===== src/rtl/seq_detector_param.sv =====
// Serial pattern detector. The pattern (1..MAX_LEN bits) and the overlap mode can be
// loaded at runtime. Produces a registered match pulse and a saturating match count.
module seq_detector_param #(
    parameter int unsigned MAX_LEN = 8,
    parameter int unsigned COUNT_WIDTH = 8,
    parameter logic [MAX_LEN-1:0] DEFAULT_PATTERN = MAX_LEN'(8'b0000_1011),
    parameter int unsigned DEFAULT_LEN = 4,
    localparam int unsigned LEN_W = $clog2(MAX_LEN + 1)
) (
    input  logic                   clock,
    input  logic                   reset,
    input  logic                   sequence_in,
    input  logic                   in_valid,
    input  logic                   cfg_load,
    input  logic [MAX_LEN-1:0]     cfg_pattern,
    input  logic [LEN_W-1:0]       cfg_len,
    input  logic                   cfg_overlap,
    input  logic                   count_clear,
    output logic                   detector_out,
    output logic [COUNT_WIDTH-1:0] match_count
);

    localparam logic [LEN_W-1:0] MaxLenW = LEN_W'(MAX_LEN);
    localparam logic [LEN_W-1:0] DefLen  = (DEFAULT_LEN > MAX_LEN) ? MaxLenW
                                                                   : LEN_W'(DEFAULT_LEN);

    typedef enum logic [1:0] {StIdle, StFilling, StArmed, StMatch} state_e;

    state_e                 state_q, state_d;
    logic [MAX_LEN-1:0]     pattern_q, pattern_d;
    logic [MAX_LEN-1:0]     history_q, history_d;
    logic [MAX_LEN-1:0]     shifted, len_mask;
    logic [LEN_W-1:0]       len_q, len_d;
    logic [LEN_W-1:0]       fill_q, fill_d, fill_inc;
    logic                   overlap_q, overlap_d;
    logic [COUNT_WIDTH-1:0] count_q, count_d;
    logic                   match;

    always_ff @(posedge clock or negedge reset) begin
        if (!reset) begin
            state_q   <= StIdle;
            pattern_q <= DEFAULT_PATTERN;
            len_q     <= DefLen;
            overlap_q <= 1'b1;
            history_q <= '0;
            fill_q    <= '0;
            count_q   <= '0;
        end else begin
            state_q   <= state_d;
            pattern_q <= pattern_d;
            len_q     <= len_d;
            overlap_q <= overlap_d;
            history_q <= history_d;
            fill_q    <= fill_d;
            count_q   <= count_d;
        end
    end

    // Only the low len bits of the history and the pattern take part in the compare.
    always_comb begin
        len_mask = '0;
        for (int unsigned i = 0; i < MAX_LEN; i++) begin
            len_mask[i] = (i < 32'(len_q));
        end
    end

    always_comb begin
        pattern_d = pattern_q;
        len_d     = len_q;
        overlap_d = overlap_q;
        history_d = history_q;
        fill_d    = fill_q;
        match     = 1'b0;
        shifted   = {history_q[MAX_LEN-2:0], sequence_in};
        fill_inc  = (fill_q == MaxLenW) ? fill_q : fill_q + 1'b1;
        if (cfg_load) begin
            pattern_d = cfg_pattern;
            len_d     = (cfg_len > MaxLenW) ? MaxLenW : cfg_len;
            overlap_d = cfg_overlap;
            history_d = '0;
            fill_d    = '0;
        end else if (in_valid) begin
            history_d = shifted;
            fill_d    = fill_inc;
            match     = (len_q != '0) && (fill_inc >= len_q) &&
                        ((shifted & len_mask) == (pattern_q & len_mask));
            // Non-overlapping mode needs len fresh bits before the next match.
            if (match && !overlap_q) begin
                fill_d = '0;
            end
        end
    end

    always_comb begin
        count_d = count_q;
        if (count_clear) begin
            count_d = '0;
        end else if (match && (count_q != '1)) begin
            count_d = count_q + 1'b1;
        end
    end

    always_comb begin
        if (match) begin
            state_d = StMatch;
        end else if (fill_d == '0) begin
            state_d = StIdle;
        end else if (fill_d < len_d) begin
            state_d = StFilling;
        end else begin
            state_d = StArmed;
        end
    end

    always_comb begin
        detector_out = 1'b0;
        unique case (state_q)
            StMatch: detector_out = 1'b1;
            default: detector_out = 1'b0;
        endcase
    end

    assign match_count = count_q;

endmodule

===== config.mk =====
export PLATFORM = sky130hd
export DESIGN_NAME = seq_detector_param
export DESIGN_NICKNAME = d
export VERILOG_FILES = /design/src/rtl/seq_detector_param.sv
export SDC_FILE = /design/constraint.sdc
export NUM_CORES = 1
export LEC_CHECK = 0
export ABC_AREA = 1
export BUFFER_PORTS_ARGS = -buffer_cell sky130_fd_sc_hd__buf_2
export CORE_ASPECT_RATIO = 2
export CORE_MARGIN = 2
export CORE_UTILIZATION = 45
export CTS_CLUSTER_SIZE = 14
export DETAILED_ROUTE_END_ITERATION = 16
export HOLD_SLACK_MARGIN = 0.05
export PLACE_DENSITY = 0.65
export SKIP_LAST_GASP = 1
export SYNTH_ARGS = -nofsm -noshare
export SYNTH_HDL_FRONTEND = slang
export SYNTH_SLANG_ARGS = --single-unit

===== constraint.sdc =====
create_clock -name clock -period 2.8 [get_ports clock]
set_input_delay 0.14 -clock clock [delete_from_list [all_inputs] [get_ports clock]]
set_output_delay 0.14 -clock clock [all_outputs]
set_load 0.01 [all_outputs]

==> summary.md <==
| Metric | Value |
|---|---|
| Most common cell after layout, fill and taps aside | nand2_1 |
| Worst setup margin | 0.201 ns |
| Total GRT Usage | 18.8% |
| Core Util, Final | between 50% and 60% |
| H-Tree Depth | 2 |
| Final hold vios | 0 |
| Worst setup EP type | flop |
| Worst Setup Path Type | flop to flop |
| Nets in the synthesized netlist | about 280 |
| Final WL | around 4.1 mm |
| Clock power frac | a little over two fifths |
| Minimum clock period | ~2.6 ns |
| Max VDD drop | roughly 0.00035 V |
| Avg Vias per Cell | ~4.9 |
| Hold path start | cfg_pattern[2] |
| Overall die width | 50.5 µm |
| Worst path arrival time | around 2.8 ns |
| Via count | 1628 |
| Hold path depth | 3 |
| CP delay by family, top | simple AND/OR/NAND/NOR gates |
| CP max stage cell | dfrtp_1 |
| Final total power | between 1000 and 1500 µW |
| First-pass GRT wire length | about 7.0 mm |
| Post-synthesis sequential area ratio | around 44% |
| Synth unique cells | 27 |
| HPWL after detailed placement | 3.19 mm |
| Mean Syn Cell Area | between 7 and 8 µm² |
| Max-cap viol count | 0 |
| Clock tree sinks | 34 |
| Sequential cell area | between 800 and 900 µm² |
| Most frequent CP cell | nand2_1 |
| Hold Slack | slightly below 0.06 ns |
| Crit Reg-Reg Startpoint | fill_q[0]$_DFF_PN0_ |
| GP Congestion | around 0.91 |
| Multi-input logic area | 945 µm² |
| Inserted Clock Buffers | 5 |
| Wire per inst | 12.3 µm |
| DRC violations left | 0 |
| Setup Skew | about 0.0041 ns |
| Ys async rst share | 100% |
| Leakage dissipation | roughly 0.0012 µW |
| Most frequent cells in the layout | nand2_1, inv_1, dfrtp_1 |
| Final Max Slew Viols | 0 |
| Prevailing post-synth register cell | dfrtp_1 |
| # rows | 33 |
| WHS Endpoint | pattern_q[2]$_DFFE_PN0P_ |
| Worst-Skew Late Latency | 0.29 ns |
| Cell Area, Synth | 0.00195 mm² |
| #FFs+latches synth | 34 |
| Layout cells sized above 1 | between 20% and 30% |
| Combinational share of power | 14.1% |
| GRT Residual Overflow | 0 |
| Post-layout nets | 311 |
| Status | completed |
| Net Sw Frac | 24.3% |
| Root Buffer | clkbuf_8 |
| Io pins | 28 |
| Maximum root-to-sink buffer count | 2 |
| Hold Crit Class | input pin to flop |
| Largest net degree at the start of global routing | 35 |
| P&R area growth vs syn | 20.8% |
| Core Region | between 0.004 and 0.005 mm² |
| Critical path required time | around 3.0 ns |
| Sequential power share | around 42% |
| Gate Count Post-Synth | 246 |
| DR iter-0 viols | 29 |
| Vias in the first global route | approximately 1600 |
| Final setup viols | 0 |
| Initial core utilization | between 40% and 50% |
| Crit share post-route | about 93% |
| Reg-to-Reg End | state_q[1]$_DFF_PN0_ |
| Post-synth EDFFs | 0 |
| Crit path buf inv count | 3 |
| Synthesis Warnings | 0 |
| Die area | 0.00490 mm² |
| Port buffer count | 27 |
| Power density cells | between 500 and 600 mW/mm² |
| Die Span Y | 97.0 µm |
| Pint | a little under 1000 µW |
| Crit path cell chain | inv_2, ha_1, nand2_1, nand3_1, o21ai_2, ha_1, nand2_2, inv_1, nand2_1, nand2_1, nor2_2, nor2_4, nand3_2, nand3_1, o21ai_2, ha_1, nand2_1, inv_1, nand2_1, nand2_1, nand2_1, nand2_1 |
| Diodes inserted | 0 |
| FF-to-FF path depth | 22 |
| Rel. slew slack | 48.3% |
| Crit start category | flop |
| Dpl ws | -0.0846 ns |
| Fmax | 385 MHz |
| Worst R2R Setup Slack | about 0.2 ns |
| CTS clk-pin slew, worst paths | roughly 0.070 ns |
| Tightest Pin Transition | 0.776 ns |
| Crit-path max cell delay | about 0.42 ns |
| Fillers | around 420 |
| Worst-path fanout max | 4 |
| NetSw | a little over 300 µW |
| Initial antenna violation count | 0 |
| Antenna Nets Post-Route | 0 |
| Pre-Repair DR Iteration Count | 4 |
| CTS tree | built |
-- stage by stage --
stage          area (µm²)   TNS, ns  cells
2_1_floorplan        1950         0    246
3_3_place_gp         2130         0    322
3_5_place_dp         2130    -0.121    322
4_1_cts              2320         0    334
5_1_grt              2350  -0.00271    335
6_report             2350         0    335
-- worst reg2reg max path: cells and delay by family (launching register included) --
kind	cells	cell delay, ns
simple gates	14	0.98
fa+ha+maj	3	0.76
compound gates	2	0.16
flops	1	0.42
buf+inv	3	0.16
-- cells by family (layout without fill, tap and decap cells) --
family	Yosys count	after routing	synth area share, %
AO/OA/AOI/OAI	31	31	9.96
buffers and inverters	45	82	9.13
XOR/XNOR	8	8	3.60
adder cells (fa/ha/maj)	10	10	6.43
AND/OR/NAND/NOR	118	118	26.9
flip-flops	34	34	44.0
-- power by group through the flow --
stage	registers [µW]	clock network, µW	logic (µW)
after global placement	546	0	171
after global routing	541	594	209
after floorplan	543	0	119
after detailed placement	546	0	173
final	538	560	181
after CTS	537	572	180
-- synth_stat cells (3+ instances only) --
master | count | share of area [%]
xnor2_1 | 3 | 1.3
nand3_1 | 22 | 5.7
ha_1 | 10 | 6.4
dfstp_2 | 5 | 6.7
o31ai_1 | 4 | 1.5
inv_1 | 37 | 7.1
inv_2 | 3 | 0.58
o21ai_0 | 11 | 2.8
a21oi_1 | 4 | 1.0
nand2_1 | 72 | 14
nor2_1 | 14 | 2.7
xor2_1 | 5 | 2.2
o22ai_1 | 9 | 2.9
dfrtp_1 | 29 | 37
-- sequential cells by signal, summed over array words and instances, names as in the netlist --
register,cells
overlap_q,1
history_q,7
len_q,4
pattern_q,8
state_q,2
fill_q,4
match_count,8
-- how the worst max path moves through the flow --
stage,start,endpoint,cells past startpoint
CTS,fill_q[0]$_DFF_PN0_,state_q[1]$_DFF_PN0_,22
floorplan,fill_q[0]$_DFF_PN0_,state_q[1]$_DFF_PN0_,22
global route,fill_q[0]$_DFF_PN0_,state_q[1]$_DFF_PN0_,22
detailed placement,fill_q[0]$_DFF_PN0_,state_q[1]$_DFF_PN0_,22
finish,fill_q[0]$_DFF_PN0_,state_q[1]$_DFF_PN0_,22
global placement,fill_q[1]$_DFF_PN0_,state_q[1]$_DFF_PN0_,22
-- area by class of cell --
| class | instances | share of cell area (%) |
|---|---|---|
| clock buffer | 6 | 3.51 |
| clock inverter | 2 | 2.55 |
| inverter | 42 | 6.76 |
| multi-input combinational | 167 | 40.2 |
| sequential | 34 | 36.5 |
| tap | 52 | 2.77 |
| timing repair buffer | 32 | 7.77 |
-- repair_timing --
action | CTS | global route
setup endpoints to repair | 2 | 2
pin swaps | 0 | 2
buffers inserted | 0 | 1
hold endpoints to repair | 32 | 0
resized for setup | 4 | 8
hold buffers | 4 | 0
-- per-layer routing --
metal / up-vias / GRT usage (%) / routed length (µm) / part of all wire (%)
met1: 739 / 18.9 / 1600 / 39
met2: 27 / 35.3 / 2290 / 56
li1: 853 / - / - / -
met3: 9 / 3.86 / 120 / 2.9
met5: - / 0 / 0 / 0
met4: 0 / 8.11 / 101 / 2.5
Note: power is estimated with default switching activity, not from simulation.
